--- src/rtl/oam_dma.sv ---
// OAM DMA engine: copies OAM_BYTES bytes from page {src_eff,8'h00} into OAM as a bus master.
// Each byte is one READ cycle followed by one WRITE cycle that forwards m_rdata.
module oam_dma #(
  parameter int                 ADDR_W       = 16,
  parameter int                 DATA_W       = 8,
  parameter logic [ADDR_W-1:0]  DMA_REG_ADDR = 16'hFF46,
  parameter logic [ADDR_W-1:0]  OAM_BASE     = 16'hFE00,
  parameter int                 OAM_BYTES    = 160
) (
  input  logic              clk,
  input  logic              reset,
  input  logic              cpu_wr,
  input  logic              cpu_rd,
  input  logic [ADDR_W-1:0] cpu_addr,
  input  logic [DATA_W-1:0] cpu_wdata,
  output logic              reg_hit,
  output logic [DATA_W-1:0] reg_rdata,
  output logic              bus_req,
  input  logic              bus_gnt,
  output logic [ADDR_W-1:0] m_addr,
  output logic              m_rd,
  output logic              m_wr,
  output logic [DATA_W-1:0] m_wdata,
  input  logic [DATA_W-1:0] m_rdata,
  output logic              busy,
  output logic              cpu_block,
  output logic              done
);

  localparam logic [1:0] S_IDLE  = 2'd0;
  localparam logic [1:0] S_REQ   = 2'd1;
  localparam logic [1:0] S_READ  = 2'd2;
  localparam logic [1:0] S_WRITE = 2'd3;

  localparam logic [7:0] LAST_IDX = 8'(OAM_BYTES - 1);

  logic [1:0]        state;
  logic [DATA_W-1:0] dma_reg;
  logic [7:0]        idx;
  logic [DATA_W-1:0] src_eff;
  logic              trigger;

  assign trigger   = cpu_wr && (cpu_addr == DMA_REG_ADDR);
  assign reg_hit   = cpu_rd && (cpu_addr == DMA_REG_ADDR);
  assign reg_rdata = reg_hit ? dma_reg : '0;

  // Sources in echo RAM (E0..FF) are folded back onto C0..DF.
  assign src_eff = (dma_reg >= DATA_W'(8'hE0)) ? dma_reg - DATA_W'(8'h20) : dma_reg;

  always_ff @(posedge clk or posedge reset) begin
    if (reset) begin
      state   <= S_IDLE;
      dma_reg <= '0;
      idx     <= '0;
      done    <= 1'b0;
    end else begin
      done <= 1'b0;
      // A register write restarts the copy from any state, dropping the byte in flight.
      if (trigger) begin
        dma_reg <= cpu_wdata;
        idx     <= '0;
        state   <= S_REQ;
      end else begin
        case (state)
          S_REQ:   if (bus_gnt) state <= S_READ;
          S_READ:  state <= S_WRITE;
          S_WRITE: begin
            if (idx == LAST_IDX) begin
              state <= S_IDLE;
              done  <= 1'b1;
            end else begin
              idx   <= idx + 8'd1;
              state <= S_READ;
            end
          end
          default: state <= S_IDLE;
        endcase
      end
    end
  end

  // Grant is only sampled in REQ: the arbiter holds it while bus_req stays high.
  always_comb begin
    bus_req = 1'b0;
    m_rd    = 1'b0;
    m_wr    = 1'b0;
    m_addr  = '0;
    m_wdata = '0;
    case (state)
      S_REQ:   bus_req = 1'b1;
      S_READ: begin
        bus_req = 1'b1;
        m_rd    = 1'b1;
        m_addr  = ADDR_W'({src_eff, idx});
      end
      S_WRITE: begin
        bus_req = 1'b1;
        m_wr    = 1'b1;
        m_addr  = OAM_BASE + ADDR_W'(idx);
        m_wdata = m_rdata;
      end
      default: ;
    endcase
  end

  assign busy      = (state != S_IDLE);
  assign cpu_block = busy;

endmodule

--- config.mk ---
export PLATFORM = sky130hd
export DESIGN_NAME = oam_dma
export DESIGN_NICKNAME = d
export VERILOG_FILES = /design/src/rtl/oam_dma.sv
export SDC_FILE = /design/constraint.sdc
export NUM_CORES = 1
export LEC_CHECK = 0
export BUFFER_PORTS_ARGS = -buffer_cell sky130_fd_sc_hd__clkbuf_2
export CAP_MARGIN = 10
export CORE_UTILIZATION = 46
export DETAILED_ROUTE_END_ITERATION = 10
export GPL_ROUTABILITY_DRIVEN = 1
export HOLD_SLACK_MARGIN = 0.06
export PLACE_DENSITY = 0.95
export SLEW_MARGIN = 10
export SYNTH_ARGS = -nofsm -noshare
export SYNTH_HDL_FRONTEND = slang
export SYNTH_SLANG_ARGS = --single-unit
--- constraint.sdc ---
create_clock -name clk -period 5.5 [get_ports clk]
set_input_delay 1.1 -clock clk [delete_from_list [all_inputs] [get_ports clk]]
set_output_delay 1.1 -clock clk [all_outputs]
set_load 0.01 [all_outputs]
==> impl_metrics.csv, run 1 <==
group,metric,value,unit
run_status,status,"complete, no violations",
drt,routedWlPerCell,12.9,um
setup_path,path_class,"input pin to output pin",
synthesis,netlist_top_cells_area,"dfrtp_1 38%, and3_1 7.5%, mux2_4 7.2%",
sta,timing.final.crit_share,71.3,%
setup_path,cp_cell_sequence,"clkbuf_2 > or4b_1 > nor4_2 > and3_2 > clkbuf_2",
finish,antenna-diode-count,0,
pwr,powerDensity,262,nW/um^2
clocking,cts_resized,0,
synthesis,synthesis.area,1240,sq um
finish,nFillCells,245,
worst_hold_path,holdCritStartpoint,"dma_reg[2]$_DFFE_PP0P_",
global_route,overflow,0,
synthesis,synth_flop_cell,"dfrtp_1",
clocking,ctsLongestPathBuffers,2,
synthesis,synth_top_family_by_area,"simple AND/OR/NAND/NOR gates",
drt,wirelength,2990,um
die,start_util,49.4,%
clocking,clk_root_buffer_cell,"clkbuf_4",
sta,hold-worst-slack,0.553,ns
drt,vias,1211,
drt,ant_nets,0,
finish,synthToLayoutAreaGrowth,29.9,%
synthesis,synth_edf_count,0,
setup_path,startpoint_type,"input pin",
clocking,post_cts_buffers,0,
clocking,clk_pin_slew,0.10,ns
synthesis,yosysTopAreaCellShare,38.2,%
synthesis,avgSynthCellArea,9.36,sq um
die,rows,18,
sta,maxSlewViolCount,0,
synthesis,synthSimpleGateAreaFrac,31.3,%
setup_path,cp_slowest_stage_delay,0.70,ns
setup_path,crit_arrival,2.82,ns
drt,drt_first_pass_iters,4,
synthesis,synth_xor_area_share,4.92,%
setup_path,r2r-start,"state[1]$_DFFE_PP0P_",
worst_hold_path,hp-class,"flop to flop",
die,die_x,54.0,um
die,die-area,2920,sq um
finish,layout_commonest_cell,"clkbuf_2",
place,gp_congestion,0.835,
setup_path,cp_max_fo,12,
synthesis,synth_compound_area_share,8.44,%
pwr,power.leakage,0.887,nW
sta,finalHoldViolCount,0,
global_route,grt_max_degree,32,
setup_path,setup.worst_path.end_class,"output pin",
drt,drc,0,
sta,setup_viol,0,
die,core,2520,sq um
sta,max_freq,0.255,GHz
synthesis,synth_seq_cells,19,
clocking,cts_buffers,3,
synthesis,synth_cells,133,
sta,period_needed,3.92,ns
place,dpl.hpwl,2270,um
setup_path,slowest_stage,"nor4_2",
clocking,cts.sinks,19,
sta,fin_setup_tns,0,ns
clocking,cts_tree,"yes",
drt,vias_per_cell,5.24,
sta,worst_slew_pin_slew,0.821,ns
sta,rsz0062_at_grt,"false",
finish,nets,241,
finish,final_cell_mix,"75 x clkbuf_2, 19 x dfrtp_1, 15 x and3_1, 11 x and2_1",
setup_path,cpMostUsedCell,"clkbuf_2",
die,die_h,54.0,um
global_route,grt_usage,23.2,%
place,port_buffers,75,
pwr,irDropWorstVdd,0.213,mV
synthesis,synth_cell_types,34,
synthesis,muxShareOfSynthArea,8.04,%
synthesis,synth_fa_ha_area_share,2.01,%
synthesis,yosysSeqAreaShare,38.2,%
synthesis,yosysWarnings,0,
global_route,grt_pass1_wl,4760,um
global_route,antenna_found_initial,0,
sta,relSlewSlack,45.3,%
drt,drtIter0Drc,21,
sta,skew,0.00153,ns
die,io_pins,76,
synthesis,ys_async_sr_fraction,100,%
synthesis,syn-num-nets,172,
global_route,grt_pass1_vias,1093,
clocking,htree_levels,1,
synthesis,yosysTopAreaCell,"dfrtp_1",
setup_path,crit_start,"cpu_addr[0]",
finish,drive_above_1_share,44.3,%
setup_path,required,4.40,ns
clocking,clock_latency,0.29,ns
job,cap_violations,0,
clocking,cts_hold_buf,0,
[path summary, 6_finish.rpt]
check / endpoint / slack (ns) / cells past startpoint
setup / recovery: reg_rdata[7] / 1.58 / 5
hold / removal: dma_reg[2]$_DFFE_PP0P_ / 0.55 / 1
setup reg to reg: idx[4]$_DFFE_PP0P_ / 3.51 / 4
hold reg to reg: dma_reg[2]$_DFFE_PP0P_ / 0.55 / 1
max in group asynchronous: idx[3]$_DFFE_PP0P_ / 4.15 / 2
min in group asynchronous: dma_reg[1]$_DFFE_PP0P_ / 0.89 / 2
[area by class of cell]
| type | instances | area [sq um] | share of cell area [%] |
|---|---|---|---|
| tap | 30 | 37.5 | 2.32 |
| sequential | 19 | 475 | 29.4 |
| clock buffer | 4 | 26.3 | 1.62 |
| timing repair buffer | 75 | 375 | 23.2 |
| inverter | 6 | 22.5 | 1.39 |
| multi-input combinational | 97 | 681 | 42.1 |
[layer usage]
layer  global-route usage [%]  wire (um)
met1                     27.3       1250
met2                     40.5       1550
met3                     3.11        146
met4                     12.4         38
met5                        0          0
[synth_stat cells (2+ instances only)]
master     n
and3_1    15
nand3_1    9
nor2b_1    3
xnor2_1    6
buf_4      2
nor2_1     9
ha_1       2
o21a_1     5
nor3b_1    2
nand2_1    4
nand4_1    3
clkbuf_1   7
dfrtp_1   19
and2_1    11
mux2_4     6
a21oi_1    4
inv_1      6
a211oi_1   3
o21ai_0    2
[stage by stage]
step	power (mW)	std cells	instance area, sq um	setup slack, ns	util, %
global placement	0.348	227	1590	1.61	63.1
finish	0.423	231	1620	1.58	64.1
floorplan	0.299	133	1240	2.00	-
detailed placement	0.358	227	1590	1.57	63.1
global route	0.462	231	1620	1.45	64.1
CTS	0.429	231	1620	1.57	64.1
[report_power, final]
| group | switching [mW] | internal (mW) |
|---|---|---|
| sequential | 0.0314 | 0.163 |
| clock | 0.0411 | 0.0282 |
| combinational | 0.0776 | 0.0822 |
[kinds of logic (layout without fill, tap and decap cells)]
group / count (synthesis) / in the layout
adder cells (fa/ha/maj): 2 / 2
AO/OA/AOI/OAI: 16 / 16
multiplexers: 7 / 7
flip-flops: 19 / 19
AND/OR/NAND/NOR: 65 / 65
buffers and inverters: 17 / 85
XOR/XNOR: 7 / 7
[worst max-delay path: cells and delay by family]
family | cells | cell delay [ns]
simple gates | 3 | 1.50
buf+inv | 2 | 0.21
No activity file was read; power rests on OpenSTA's default activity.
==> run 2: changes to the inputs <==
CORE_UTILIZATION = 39   (was 46)
PLACE_DENSITY = 0.88   (was 0.95)
clock period = 3.35 ns   (was 5.5 ns; I/O delays follow)
==> run 2 against run 1 <==
Total power rose by 63%. First-iteration DRC count is 67% higher. Count of clock-buffer cells in the layout stayed put. Critical path type unchanged. Largest cell class unchanged.
==> impl_metrics.csv, run 2 (synthesis results as in run 1) <==
group,metric,value,unit
drt,met3WireLength,152,um
sta,skew,0.00765,ns
clocking,htree_levels,1,
global_route,grt_pass1_vias,1032,
pwr,irDropWorstVdd,0.137,mV
clocking,clock_latency,0.31,ns
clocking,cts_resized,0,
sta,setup_viol,0,
die,core,3050,sq um
global_route,grt_max_degree,32,
drt,vias_per_cell,4.81,
setup_path,r2r-start,"state[1]$_DFFE_PP0P_",
clocking,cts_hold_buf,0,
sta,rsz0062_at_grt,"false",
run_status,status,"complete, no violations",
die,die_h,58.5,um
drt,top_layer,"met4",
drt,ant_nets,0,
die,die-area,3420,sq um
worst_hold_path,hp-class,"input pin to asynchronous set/reset pin",
place,dpl.hpwl,2270,um
finish,synthToLayoutAreaGrowth,32.6,%
drt,drtIter0Drc,35,
finish,antenna-diode-count,0,
setup_path,crit_arrival,2.25,ns
setup_path,path_class,"input pin to output pin",
drt,wirelength,2930,um
clocking,clk_root_buffer_cell,"clkbuf_4",
finish,nFillCells,306,
place,gp_congestion,0.854,
drt,routedWlPerCell,11.9,um
clocking,cts.sinks,19,
sta,relSlewSlack,48.2,%
clocking,cts_tree,"yes",
place,port_buffers,75,
die,die_x,58.5,um
setup_path,startpoint_type,"input pin",
global_route,overflow,0,
setup_path,cp_max_fo,8,
clocking,ctsLongestPathBuffers,2,
finish,drive_above_1_share,44.8,%
job,cap_violations,0,
pwr,powerDensity,419,nW/um^2
die,start_util,40.8,%
clocking,post_cts_buffers,0,
finish,final_cell_mix,"75 x clkbuf_2, 19 x dfrtp_1, 15 x and3_1, 11 x and2_1",
sta,finalHoldViolCount,0,
setup_path,reg2regPathDepth,4,
global_route,grt_pass1_wl,4770,um
setup_path,required,2.68,ns
finish,finalNonFillerCells,247,
place,placed_cells,243,
drt,vias,1188,
setup_path,rr_endpoint,"idx[4]$_DFFE_PP0P_",
clocking,cts_buffers,3,
die,rows,20,
die,io_pins,76,
global_route,antenna_found_initial,0,
finish,layout_commonest_cell,"clkbuf_2",
drt,drc,0,
sta,max_freq,0.342,GHz
sta,period_needed,2.92,ns
drt,drt_first_pass_iters,4,
setup_path,setup.worst_path.end_class,"output pin",
sta,fin_setup_tns,0,ns
pwr,power.leakage,0.898,nW
sta,maxSlewViolCount,0,
clocking,clk_pin_slew,0.11,ns
sta,timing.final.crit_share,87.3,%
drt,wl_met1,1290,um
setup_path,rrSetupSlack,1.39,ns
sta,worst_slew_pin_slew,0.777,ns
finish,nets,243,
drt,dr_wl_met2,1440,um
global_route,grt_usage,18.5,%
-- run 2: cell types whose count changed in the layout (fill, tap and decap cells not counted), sizes merged --
cell,change
buf,+2
-- run 2: final cells by class --
cell class / instances / area (sq um) / area share [%]
Multi-Input combinational cell: 97 / 681 / 41.2
Clock buffer: 4 / 26.3 / 1.59
Inverter: 6 / 22.5 / 1.36
Sequential cell: 19 / 475 / 28.8
Timing Repair Buffer: 77 / 390 / 23.7
Tap cell: 44 / 55.1 / 3.34
-- run 2: worst max path at each step --
stage / startpoint / end / slack [ns]
after floorplan: cpu_addr[0] / reg_rdata[0] / 0.71
after global placement: cpu_addr[0] / reg_rdata[7] / 0.50
after detailed placement: cpu_addr[0] / reg_rdata[7] / 0.43
after CTS: cpu_addr[0] / reg_rdata[7] / 0.43
after global routing: cpu_addr[0] / reg_rdata[7] / 0.34
final: cpu_addr[0] / reg_rdata[7] / 0.43
-- run 2: where the power goes --
group / internal, mW / total, mW / switching, mW
Combinational: 0.134 / 0.256 / 0.122
Clock: 0.0465 / 0.118 / 0.0712
Sequential: 0.267 / 0.317 / 0.0500
-- run 2: routing by layer --
metal  GRT usage, %  vias to the layer above
met5              0                        -
met4           8.84                        0
met3           3.08                        5
met2           31.0                       44
met1           23.4                      535
li1               -                      604
-- run 2: metrics by stage --
step                      setup slack, ns  power [mW]  util (%)  area, sq um  hold WS (ns)
after floorplan                     0.706       0.491         -         1240         0.488
after global placement              0.504       0.574      53.2         1620         0.526
after detailed placement            0.428       0.580      53.2         1620         0.537
after CTS                           0.429       0.698      54.1         1650         0.467
after global routing                0.341       0.746      54.1         1650         0.494
final                               0.426       0.691      54.1         1650         0.442
-- run 2: worst max-delay path: stages --
cell and delay, ns:
clkbuf_2 0.08, or4b_1 0.54, nor4_2 0.43, buf_4 0.22
and3_2 0.18, clkbuf_2 0.13
==> run 3: changes to the inputs <==
CORE_UTILIZATION = 35   (was 39)
GPL_TIMING_DRIVEN = 0   (was not set)
PLACE_DENSITY = 0.81   (was 0.88)
SLEW_MARGIN = 20   (was 10)
==> run 3 against run 2 <==
Count of clock-buffer cells in the layout unchanged. Flip-flop and latch count unchanged. Maximum frequency decreased by 1.8%. Non-clock buffer count increased by 9. Sequential power about the same. Setup slack got worse by 0.055 ns. First-iteration DRC count increased by 43%. Die area increased by 11%. Critical path depth unchanged.
==> impl_metrics.csv, run 3 (synthesis results as in run 1) <==
group,metric,value,unit
setup_path,cp_slowest_stage_delay,0.53,ns
setup_path,rrSetupSlack,1.64,ns
place,port_buffers,75,
pwr,powerDensity,407,nW/um^2
sta,max_freq,0.336,GHz
drt,ant_nets,0,
clocking,clk_pin_slew,0.11,ns
pwr,power.leakage,0.916,nW
die,rows,21,
global_route,antenna_found_initial,0,
finish,final_cell_mix,"75 x clkbuf_2, 19 x dfrtp_1, 15 x and3_1, 11 x and2_1",
clocking,clock_latency,0.29,ns
drt,vias,1278,
drt,vias_per_cell,4.95,
global_route,grt_pass1_vias,1137,
sta,timing.final.crit_share,88.9,%
finish,nets,252,
global_route,grt_usage,18.6,%
drt,drtIter0Drc,50,
finish,antenna-diode-count,0,
clocking,cts_buffers,3,
setup_path,crit_arrival,2.31,ns
drt,routedWlPerCell,12.0,um
sta,setup_viol,0,
sta,fin_setup_tns,0,ns
run_status,status,"complete, no violations",
die,die-area,3800,sq um
sta,skew,0.00711,ns
setup_path,cp_max_fo,10,
clocking,htree_levels,1,
finish,synthToLayoutAreaGrowth,36.9,%
global_route,grt_max_degree,20,
drt,drc,0,
worst_hold_path,hp-class,"input pin to asynchronous set/reset pin",
sta,finalHoldViolCount,0,
finish,design_area,1700,sq um
global_route,grt_pass1_wl,5130,um
setup_path,rr_endpoint,"idx[4]$_DFFE_PP0P_",
sta,worst_slew_pin_slew,0.733,ns
drt,drt_first_pass_iters,4,
die,die_x,61.6,um
sta,period_needed,2.98,ns
clocking,ctsLongestPathBuffers,2,
clocking,cts.sinks,19,
die,io_pins,76,
pwr,irDropWorstVdd,0.138,mV
clocking,cts_tree,"yes",
setup_path,slowest_stage,"or4b_1",
setup_path,r2r-start,"idx[5]$_DFFE_PP0P_",
die,die_h,61.6,um
setup_path,path_class,"input pin to output pin",
clocking,cts_resized,0,
sta,maxSlewViolCount,0,
place,gp_congestion,0.842,
clocking,cts_hold_buf,0,
sta,rsz0062_at_grt,"false",
clocking,post_cts_buffers,0,
job,cap_violations,0,
finish,drive_above_1_share,43.9,%
place,dpl.hpwl,2480,um
die,core,3360,sq um
finish,layout_commonest_cell,"clkbuf_2",
setup_path,setup.worst_path.end_class,"output pin",
drt,wirelength,3100,um
global_route,overflow,0,
pwr,power.total,694,uW
setup_path,startpoint_type,"input pin",
setup_path,required,2.68,ns
setup_path,reg2regPathDepth,4,
finish,nFillCells,365,
clocking,clk_root_buffer_cell,"clkbuf_4",
setup_path,cp_cell_sequence,"clkbuf_2 > or4b_1 > nor4_2 > clkbuf_1 > and3_1 > clkbuf_2",
die,start_util,37.0,%
setup_path,cpMostUsedCell,"clkbuf_2",
place,place_area,1680,sq um
sta,relSlewSlack,51.1,%
-- run 3: changes by cell type in the layout (fill, tap and decap cells not counted), sizes merged --
| cell | previous run | this run |
|---|---|---|
| buf | 2 | 3 |
| clkbuf | 79 | 87 |
-- run 3: worst max path at each step --
stage	start	end	slack [ns]	cells after the start
final	cpu_addr[0]	reg_rdata[0]	0.37	6
after global routing	cpu_addr[0]	reg_rdata[5]	0.25	6
after CTS	cpu_addr[0]	reg_rdata[3]	0.35	6
after detailed placement	cpu_addr[0]	reg_rdata[3]	0.36	6
after global placement	cpu_addr[0]	reg_rdata[3]	0.39	6
after floorplan	cpu_addr[0]	reg_rdata[0]	0.71	4
-- run 3: final cells by class --
class                   instances  area [sq um]  share of cell area [%]
repair buffers                 75           375                    22.0
flip-flops and latches         19           475                    27.9
clock buffers                   4          26.3                    1.54
multi-input cells              97           681                    39.9
plain buffers                  11          66.3                    3.89
well taps                      46          57.6                    3.38
inverters                       6          22.5                    1.32
-- run 3: per-stage QoR --
stage	hold slack (ns)	util, %	worst slack, ns	cells
6_report	0.458	50.7	0.372	258
3_3_place_gp	0.518	49.9	0.391	254
2_1_floorplan	0.488	-	0.706	133
3_5_place_dp	0.525	49.9	0.357	254
5_1_grt	0.496	50.7	0.252	258
4_1_cts	0.478	50.7	0.354	258
-- run 3: routing by layer --
metal	GRT usage (%)	vias up	wire length, um	share of wire (%)
met5	0	-	0	0
met4	6.67	0	32	1.0
met3	2.31	4	164	5.3
met2	32.9	47	1540	50
met1	23.1	609	1360	44
li1	-	618	-	-
-- run 3: worst max-delay path: cells and delay by family --
kind                   cells  cell delay [ns]
AND/OR/NAND/NOR            3             1.07
buffers and inverters      3             0.56
-- run 3: report_power, final --
group	switching, mW	internal (mW)
sequential	0.0505	0.267
combinational	0.124	0.136
clock	0.0693	0.0463
total	0.244	0.449
